[config.mk]
export PLATFORM = sky130hd
export DESIGN_NAME = nv_nvdla_cdma_csb_adapter
export DESIGN_NICKNAME = d
export VERILOG_FILES = /design/src/rtl/nv_nvdla_cdma_csb_adapter.sv
export SDC_FILE = /design/constraint.sdc
export NUM_CORES = 1
export LEC_CHECK = 0
export CAP_MARGIN = 10
export CORE_AREA = 2 2 93 95
export CTS_CLUSTER_DIAMETER = 40
export DETAILED_ROUTE_END_ITERATION = 8
export DIE_AREA = 0 0 95 97
export HOLD_SLACK_MARGIN = 0.02
export PLACE_DENSITY = 0.8
export SYNTH_ARGS = -nofsm -noshare
export SYNTH_HDL_FRONTEND = slang
export SYNTH_SLANG_ARGS = --single-unit
[constraint.sdc]
create_clock -name nvdla_core_clk -period 1.4 [get_ports nvdla_core_clk]
set_input_delay 0.35 -clock nvdla_core_clk [delete_from_list [all_inputs] [get_ports nvdla_core_clk]]
set_output_delay 0.35 -clock nvdla_core_clk [all_outputs]
set_load 0.02 [all_outputs]
[src/rtl/nv_nvdla_cdma_csb_adapter.sv]
// -----------------------------------------------------------------------------
// nv_nvdla_cdma_csb_adapter
//
// Purpose:
//   Bridges the CSB request/response channel onto a simple register-file port
//   for the CDMA register window at byte addresses 0x5000..0x5FFF.
//   The pipeline has two fixed stages:
//     stage 1: the accepted request drives reg_offset / reg_wr_data /
//              reg_wr_en, and the register file returns reg_rd_data.
//     stage 2: the registered response (read data or write-ack) is presented
//              on cdma2csb_resp_* for one cycle.
//   The adapter never back-pressures. It accepts one request per cycle and
//   returns responses in request order.
//
// Ports:
//   nvdla_core_clk       in   1   clock, rising edge
//   nvdla_core_rstn      in   1   asynchronous active-low reset
//   csb2cdma_req_pvld    in   1   request valid
//   csb2cdma_req_prdy    out  1   request ready (1 after reset release)
//   csb2cdma_req_pd      in  63   {level,wrbe,srcpriv,nposted,write,wdat,addr}
//   cdma2csb_resp_valid  out  1   one-cycle response strobe
//   cdma2csb_resp_pd     out 34   {type,error,rdata}
//   reg_offset           out 12   byte offset into the register file
//   reg_wr_data          out 32   register write data
//   reg_wr_en            out  1   one-cycle register write strobe
//   reg_rd_data          in  32   combinational read data for reg_offset
// -----------------------------------------------------------------------------
module nv_nvdla_cdma_csb_adapter (
   input  logic        nvdla_core_clk,
   input  logic        nvdla_core_rstn,
   input  logic        csb2cdma_req_pvld,
   output logic        csb2cdma_req_prdy,
   input  logic [62:0] csb2cdma_req_pd,
   output logic        cdma2csb_resp_valid,
   output logic [33:0] cdma2csb_resp_pd,
   output logic [11:0] reg_offset,
   output logic [31:0] reg_wr_data,
   output logic        reg_wr_en,
   input  logic [31:0] reg_rd_data
);

   // Upper 12 bits of the 24-bit byte address that select the CDMA window.
   localparam logic [11:0] WINDOW_PAGE = 12'h005;

   // Request field decode
   logic [21:0] w_req_addr;
   logic [31:0] w_req_wdat;
   logic        w_req_write;
   logic        w_req_nposted;
   logic        w_accept;
   logic        w_req_in_range;
   // wrbe, srcpriv and level are not used: every write is a full word.
   logic        w_unused_fields;

   assign w_req_addr      = csb2cdma_req_pd[21:0];
   assign w_req_wdat      = csb2cdma_req_pd[53:22];
   assign w_req_write     = csb2cdma_req_pd[54];
   assign w_req_nposted   = csb2cdma_req_pd[55];
   assign w_unused_fields = ^csb2cdma_req_pd[62:56];

   // Registers
   logic        r_req_prdy;
   logic        r_req_vld_s1;
   logic        r_s1_write;
   logic        r_s1_nposted;
   logic        r_s1_in_range;
   logic [11:0] r_reg_offset;
   logic [31:0] r_reg_wr_data;
   logic        r_reg_wr_en;
   logic        r_resp_valid;
   logic [33:0] r_resp_pd;

   // Stage-2 next values
   logic        w_resp_fire;
   logic [33:0] w_resp_pd;

   // Byte address = {word address, 2'b00}, so byte[23:12] is word[21:10].
   function automatic logic in_window(input logic [21:0] word_addr);
      in_window = (word_addr[21:10] == WINDOW_PAGE);
   endfunction

   assign w_accept       = csb2cdma_req_pvld & r_req_prdy;
   assign w_req_in_range = in_window(w_req_addr);

   // Ready comes up on the first clock edge after reset release and stays up.
   always_ff @(posedge nvdla_core_clk or negedge nvdla_core_rstn) begin
      if (!nvdla_core_rstn) begin
         r_req_prdy <= 1'b0;
      end else begin
         r_req_prdy <= 1'b1;
      end
   end

   // Stage 1: capture the accepted request and drive the register-file port.
   // Offset and write data hold their last value while stage 1 is idle.
   always_ff @(posedge nvdla_core_clk or negedge nvdla_core_rstn) begin
      if (!nvdla_core_rstn) begin
         r_req_vld_s1  <= 1'b0;
         r_s1_write    <= 1'b0;
         r_s1_nposted  <= 1'b0;
         r_s1_in_range <= 1'b0;
         r_reg_offset  <= 12'h000;
         r_reg_wr_data <= 32'h0000_0000;
         r_reg_wr_en   <= 1'b0;
      end else if (w_accept) begin
         r_req_vld_s1  <= 1'b1;
         r_s1_write    <= w_req_write;
         r_s1_nposted  <= w_req_nposted;
         r_s1_in_range <= w_req_in_range;
         r_reg_offset  <= {w_req_addr[9:0], 2'b00};
         r_reg_wr_data <= w_req_wdat;
         r_reg_wr_en   <= w_req_write & w_req_in_range;
      end else begin
         r_req_vld_s1  <= 1'b0;
         r_reg_wr_en   <= 1'b0;
      end
   end

   // Build the response from stage 1. Reads sample reg_rd_data here. A write
   // accepted one cycle later only strobes in the following cycle, so the read
   // sees the register state before that write.
   always_comb begin
      w_resp_fire = 1'b0;
      w_resp_pd   = 34'h0_0000_0000;
      if (r_req_vld_s1) begin
         if (r_s1_write) begin
            w_resp_fire = r_s1_nposted;
            w_resp_pd   = {1'b1, 1'b0, 32'h0000_0000};
         end else begin
            w_resp_fire = 1'b1;
            if (r_s1_in_range) begin
               w_resp_pd = {1'b0, 1'b0, reg_rd_data};
            end else begin
               w_resp_pd = {1'b0, 1'b0, 32'h0000_0000};
            end
         end
      end else begin
         w_resp_fire = 1'b0;
         w_resp_pd   = 34'h0_0000_0000;
      end
   end

   // Stage 2: one-cycle response strobe; the payload holds until the next response.
   always_ff @(posedge nvdla_core_clk or negedge nvdla_core_rstn) begin
      if (!nvdla_core_rstn) begin
         r_resp_valid <= 1'b0;
         r_resp_pd    <= 34'h0_0000_0000;
      end else if (w_resp_fire) begin
         r_resp_valid <= 1'b1;
         r_resp_pd    <= w_resp_pd;
      end else begin
         r_resp_valid <= 1'b0;
      end
   end

   assign csb2cdma_req_prdy   = r_req_prdy;
   assign reg_offset          = r_reg_offset;
   assign reg_wr_data         = r_reg_wr_data;
   assign reg_wr_en           = r_reg_wr_en;
   assign cdma2csb_resp_valid = r_resp_valid;
   assign cdma2csb_resp_pd    = r_resp_pd;

endmodule

==> reports/results.txt, run 1 <==
VDD IR-drop max: 0.6023 mV
EDFF count, synth: 0
Yosys warnings: 0
Worst hold path type: in2async
Vias in the first global route: 2,458
Synthesized area: 3060 um^2
Synth top area share: 0.6705
Worst Reg-to-Reg Cells: 4
H-tree levels: 3
Syn Inst Count: 190
Reg-to-Reg End: reg_wr_data[23]$_DFFE_PN0P_
Max clock buf depth: 2
Slowest stage delay, CP: 0.39 ns
Startpoint types: flip-flop
Reg2reg start: csb2cdma_req_prdy$_DFF_PN0_
Final instance area: 4740 um^2
Synth top area cells: dfrtp_1 67%, mux2_1 14%, a22o_1 9.2%, mux2_2 2.2%, buf_6 1.8%
WP buf/inv: 1
Io pins: 179
Area growth syn-to-layout: 54.87%
Synth top cells by count: 82 x dfrtp_1, 37 x mux2_1, 32 x a22o_1
Worst EP arrival: 1.00 ns
Die width: 95 um
DRC errors left: 0
Floorplan core area: 8134 um^2
Int Pwr: 0.003953 W
Non-filler cells, final: 478
Crit-path slowest cell: dfrtp_1
Setup slack at placement: -0.2512 ns
Power, Total: 0.005429 W
Post-DR vias/cell: 4.745
Worst Skew: 0.01331 ns
Drt total wl: 7661 um
Final-report hold violation count: 0
Fmax: 0.7401 GHz
Detailed Routing Iterations Pass 1: 4
RSZ-0062 raised after global routing: false
Status: finished clean
Layout cell share with drive strength beyond 1: 0.2976
Routed wire per std cell: 16.03 um
Crit Path Max Fanout: 2
Sequential share of the synthesized area: 0.6705
Row count: 33
#FFs+latches synth: 82
Final worst path period share: 0.9651
Clock-pin slew on the worst setup and hold paths: 0.09 ns
Die area: 9215 um^2
Grt total ovfl: 0
CTS Buf Count: 9
Min Tclk post-route: 1.351 ns
Cell variety after synth: 22
Half-perimeter wire length after placement: 5858 um
Syn_area_per_cell: 16.11 um^2
Clock power share: 0.317
CP Capture Type: output pin
Post-route setup slack: 0.04882 ns
Yosys top cell by area: dfrtp_1
Sw Share: 0.2718
Starting Density: 0.3762
Final setup viols: 0
PwrDens: 1145 nW/um^2
Clk Latency, worst-skew pair: 0.34 ns
Switching pwr: 0.001476 W
Fin Setup TNS: 0 ns
Crit path kind: reg2out
P_leak: 2.250 nW
Buffers on Ports: 168
CTS tree: built
First-pass GRT wire length: 12,070 um
Number of routed nets with antenna violations: 0
Die Height: 97 um
DRT iter0 DRCs: 55
Via count: 2,268
Final GP Congestion: 0.6864
Combinational power share: 0.192
Post-Place Cell Area: 4877 um^2
GR Util All Layers: 0.1690
Most numerous cell in the Yosys netlist: dfrtp_1
Synth Flop Type: dfrtp_1
Crit path max-delay family: flip-flops
Worst path required time: 1.05 ns
R2R setup slack: 0.24 ns
Crit-path cells: clkdlybuf4s15_1
Max-slew violations: 0
Ant. Diodes: 0
Initial antenna violation count: 0
Cells after DPL: 461
Clk sinks: 82
Synth async-reset ratio: 1.000
# Max-Cap Violations: 0
Root buffer cell: clkbuf_8
# nets final: 466
Largest net degree at the start of global routing: 34
Share of power burned in registers: 0.491
==> power groups by stage <==
stage	logic [W]	registers, W	clock network, W
floorplan	0.000221	0.00294	0
global placement	0.00121	0.00270	0
detailed placement	0.00123	0.00271	0
CTS	0.00114	0.00267	0.00179
global route	0.00111	0.00270	0.00191
finish	0.00104	0.00266	0.00172
==> what timing repair did <==
item | 4_1_cts | 5_1_grt
pin swaps | 0 | 0
setup endpoints to repair | 78 | 73
resized for setup | 149 | 83
setup buffers | 0 | 0
hold buffers | 1 | 0
hold endpoints to repair | 16 | 0
==> worst max-delay path by stage <==
stage                                     start  slack [ns]                     endpoint  depth (start not counted)
global placement              csb2cdma_req_pvld       -0.23  reg_wr_data[23]$_DFFE_PN0P_                          5
finish                reg_offset[9]$_DFFE_PN0P_        0.05                reg_offset[9]                          1
global route          reg_offset[9]$_DFFE_PN0P_      0.0003                reg_offset[9]                          1
CTS                 csb2cdma_req_prdy$_DFF_PN0_      0.0008            csb2cdma_req_prdy                          1
detailed placement            csb2cdma_req_pvld       -0.25  reg_wr_data[23]$_DFFE_PN0P_                          5
floorplan           csb2cdma_req_prdy$_DFF_PN0_        0.13     r_s1_nposted$_DFFE_PN0P_                          4
==> metrics by stage <==
stage	hold slack (ns)	utilization
after floorplan	0.05441	-
after global placement	0.2590	0.5996
after detailed placement	0.2577	0.5996
after CTS	0.4284	0.6248
after global routing	0.4278	0.5827
final	0.4304	0.5827
==> sequential cells by signal, summed over array words and instances (netlist names) <==
signal and count:
r_s1_write 1, reg_wr_data 32, cdma2csb_resp_valid 1, reg_wr_en 1, csb2cdma_req_prdy 1, r_req_vld_s1 1
r_s1_in_range 1, reg_offset 10, cdma2csb_resp_pd 33, r_s1_nposted 1
==> cell type report <==
class	count	area, um^2
Clock buffer	10	137.6
Clock inverter	6	66.31
Fill cell	725	3395
Inverter	3	13.76
Multi-Input combinational cell	93	863.3
Sequential cell	82	2052
Tap cell	105	131.4
Timing Repair Buffer	179	1475
==> metal layers <==
layer  GRT usage  up-vias  wire, um
met3     0.05919       17       628
met1      0.1956     1122      2913
met4     0.06132        0       163
met5           0        -         0
met2      0.2859       97      3957
li1            -     1032         -
==> cells in the final DEF (no fill, tap or decap) <==
cell and n:
nor3_1 1, dfrtp_1 82, inv_1 1, mux2_1 37, bufinv_16 1, mux2_2 6, nand4bb_1 1, clkinv_2 2
buf_12 5, clkdlybuf4s15_1 4, inv_2 1, conb_1 4, nand2_2 1, clkbuf_2 69, buf_2 2, buf_4 6
and3_1 1, clkdlybuf4s15_2 3, nand2_1 3, a22o_1 32, inv_4 1, nor4_1 2, clkdlybuf4s50_1 89, dlygate4sd3_1 1
clkinv_4 3, o21ai_0 1, clkbuf_8 10, o31ai_1 1, o21ai_2 1, a21oi_1 2
==> cells by family after synthesis <==
family / Yosys count / synth area share
flops: 82 / 0.6705
mux: 43 / 0.1582
compound gates: 37 / 0.1018
buf+inv: 17 / 0.04987
simple gates: 9 / 0.01717
other cells: 2 / 0.002454
No activity file was read; power rests on OpenSTA's default activity.
==> inputs of run 2 (changes only) <==
--- a/config.mk
+++ b/config.mk
@@ -6,12 +6,15 @@
 export NUM_CORES = 1
 export LEC_CHECK = 0
 export CAP_MARGIN = 10
-export CORE_AREA = 2 2 93 95
+export CELL_PAD_IN_SITES_DETAIL_PLACEMENT = 1
+export CELL_PAD_IN_SITES_GLOBAL_PLACEMENT = 1
+export CORE_AREA = 2 2 106 108
 export CTS_CLUSTER_DIAMETER = 40
 export DETAILED_ROUTE_END_ITERATION = 8
-export DIE_AREA = 0 0 95 97
+export DIE_AREA = 0 0 108 110
+export GPL_TIMING_DRIVEN = 0
 export HOLD_SLACK_MARGIN = 0.02
-export PLACE_DENSITY = 0.8
+export PLACE_DENSITY_LB_ADDON = 0.1
 export SYNTH_ARGS = -nofsm -noshare
 export SYNTH_HDL_FRONTEND = slang
 export SYNTH_SLANG_ARGS = --single-unit
==> run 2 against run 1 <==
Net effect: worst hold slack gained 0.061 ns; maximum frequency fell by 0.27%; global-route usage down 2.7 points; clock skew grew 0.00078 ns; sequential share of layout area shrank 1.7 points; sequential cell count unchanged; largest power group unchanged.
==> reports/results.txt, run 2 (synthesis gave the netlist of run 1 again) <==
Status: finished clean
RSZ-0062 raised after global routing: false
Final worst path period share: 0.9678 (+0.002641)
Initial antenna violation count: 0 (unchanged)
Detailed Routing Iterations Pass 1: 4 (unchanged)
Area growth syn-to-layout: 61.12%
Slowest stage delay, CP: 0.38 ns (about the same)
Final-report hold violation count: 0 (unchanged)
Fmax: 0.7381 GHz (-0.27%)
# Max-Cap Violations: 0 (unchanged)
Final setup viols: 0 (unchanged)
Setup slack at placement: -0.3432 ns (-0.09198 ns)
Grt total ovfl: 0 (unchanged)
GR Util All Layers: 0.1418 (-0.02726)
Crit path kind: reg2out
Min Tclk post-route: 1.355 ns (+0.003698 ns)
P_leak: 2.260 nW (+0.46%)
Die area: 11,880 um^2 (+29%)
Worst path required time: 1.05 ns (about the same)
Vias in the first global route: 2,546 (+3.6%)
Ant. Diodes: 0 (unchanged)
CTS Buf Count: 9 (unchanged)
Die width: 108 um (+14%)
First-pass GRT wire length: 12,950 um (+7.3%)
Clk Latency, worst-skew pair: 0.34 ns (about the same)
Final GP Congestion: 0.7187 (+4.7%)
VDD IR-drop max: 0.5840 mV (-3.0%)
Die Height: 110 um (+13%)
PwrDens: 1126 nW/um^2 (-1.7%)
Power, Total: 0.005554 W (+2.3%)
Fin Setup TNS: 0 ns (unchanged)
Crit path max-delay family: flip-flops
CTS tree: built
Worst Skew: 0.01409 ns (+0.0007794 ns)
Startpoint types: flip-flop
Max-slew violations: 0 (unchanged)
H-tree levels: 3 (unchanged)
DRC errors left: 0 (unchanged)
Fillcell total: 1,120 (+54%)
Layout cell share with drive strength beyond 1: 0.2759 (-0.02173)
Drt total wl: 8313 um (+8.5%)
Worst EP arrival: 1.00 ns (about the same)
Max FFs per register: 33 (unchanged)
Most frequent cells in the layout: 89 x clkdlybuf4s50_1, 82 x dfrtp_1, 51 x clkbuf_2
Post-CTS Setup Bufs: 0 (unchanged)
Starting Density: 0.2861 (-0.09017)
Area of the multi-input gates: 863.3 um^2 (unchanged)
Io pins: 179 (unchanged)
Buffers on Ports: 168 (unchanged)
Clock-pin slew on the worst setup and hold paths: 0.08 ns (about the same)
Worst hold path type: in2async
Number of routed nets with antenna violations: 0 (unchanged)
Crit-path slowest cell: dfrtp_1
Crit Path Max Fanout: 2 (unchanged)
Row count: 38 (+15%)
Clk sinks: 82 (unchanged)
Register Area: 2052 um^2 (unchanged)
Max clock buf depth: 2 (unchanged)
CP Capture Type: output pin
WP buf/inv: 1 (unchanged)
Crit-path cells: clkdlybuf4s15_1
Most frequent standard cell in the layout excluding fill and tap cells: clkdlybuf4s50_1
DRT iter0 DRCs: 83 (+51%)
Post-route setup slack: 0.04512 ns (-0.003698 ns)
Root buffer cell: clkbuf_8
Floorplan core area: 10,700 um^2 (+32%)
Post-DR vias/cell: 4.466 (-5.9%)
Routed wire per std cell: 16.08 um (+0.33%)
Largest net degree at the start of global routing: 55 (+62%)
Via count: 2,309 (+1.8%)
Half-perimeter wire length after placement: 6299 um (+7.5%)
# nets final: 471 (+1.1%)
## run 2: timing repair
| item | in CTS | in global routing |
|---|---|---|
| pin swaps | 0 | 0 |
| endpoints found under the setup margin | 78 | 67 |
| endpoints found under the hold margin | 28 | 0 |
| hold buffers | 1 | 0 |
| gates resized for setup | 159 | 62 |
## run 2: through the flow
stage          utilization  cell area [um^2]  instances  hold WS, ns
2_1_floorplan            -              3068        192      0.05441
3_3_place_gp        0.4604              4925        500       0.4660
3_5_place_dp        0.4627              4950        501       0.3166
4_1_cts             0.4834              5171        517       0.4853
5_1_grt             0.4609              4931        517       0.5113
6_report            0.4609              4931        517       0.4913
## run 2: cell type report
| class | instances | area share |
|---|---|---|
| Buffer | 14 | 0.02817 |
| Clock buffer | 10 | 0.02588 |
| Clock inverter | 5 | 0.01624 |
| Inverter | 3 | 0.003299 |
| Multi-Input combinational cell | 93 | 0.1751 |
| Sequential cell | 82 | 0.4161 |
| Tap cell | 140 | 0.03552 |
| Timing Repair Buffer | 170 | 0.2997 |
## run 2: per-layer routing
layer | track usage | vias up | part of all wire
met5 | 0 | - | 0
met2 | 0.2323 | 92 | 0.48
met3 | 0.03821 | 10 | 0.075
met4 | 0.05586 | 0 | 0.015
li1 | - | 1043 | -
met1 | 0.1795 | 1164 | 0.43
## run 2: final timing paths
kind,start,endpoint,slack (ns),depth (start not counted)
worst min register to register,reg_offset[4]$_DFFE_PN0P_,reg_offset[4]$_DFFE_PN0P_,0.49,1
worst max register to register,csb2cdma_req_prdy$_DFF_PN0_,reg_wr_data[3]$_DFFE_PN0P_,0.18,4
worst max-delay path,reg_offset[5]$_DFFE_PN0P_,reg_offset[5],0.05,1
max in group asynchronous,nvdla_core_rstn,reg_offset[8]$_DFFE_PN0P_,0.32,3
worst min-delay path,nvdla_core_rstn,reg_wr_data[19]$_DFFE_PN0P_,0.49,2
min in group nvdla_core_clk,reg_offset[4]$_DFFE_PN0P_,reg_offset[4]$_DFFE_PN0P_,0.49,1
## run 2: where the power goes
part           switching (W)  leakage, nW  total (W)  internal, W
registers          0.0000975         1.04    0.00266      0.00257
clock network       0.000830       0.0984    0.00182     0.000993
logic               0.000532         1.12    0.00107     0.000536
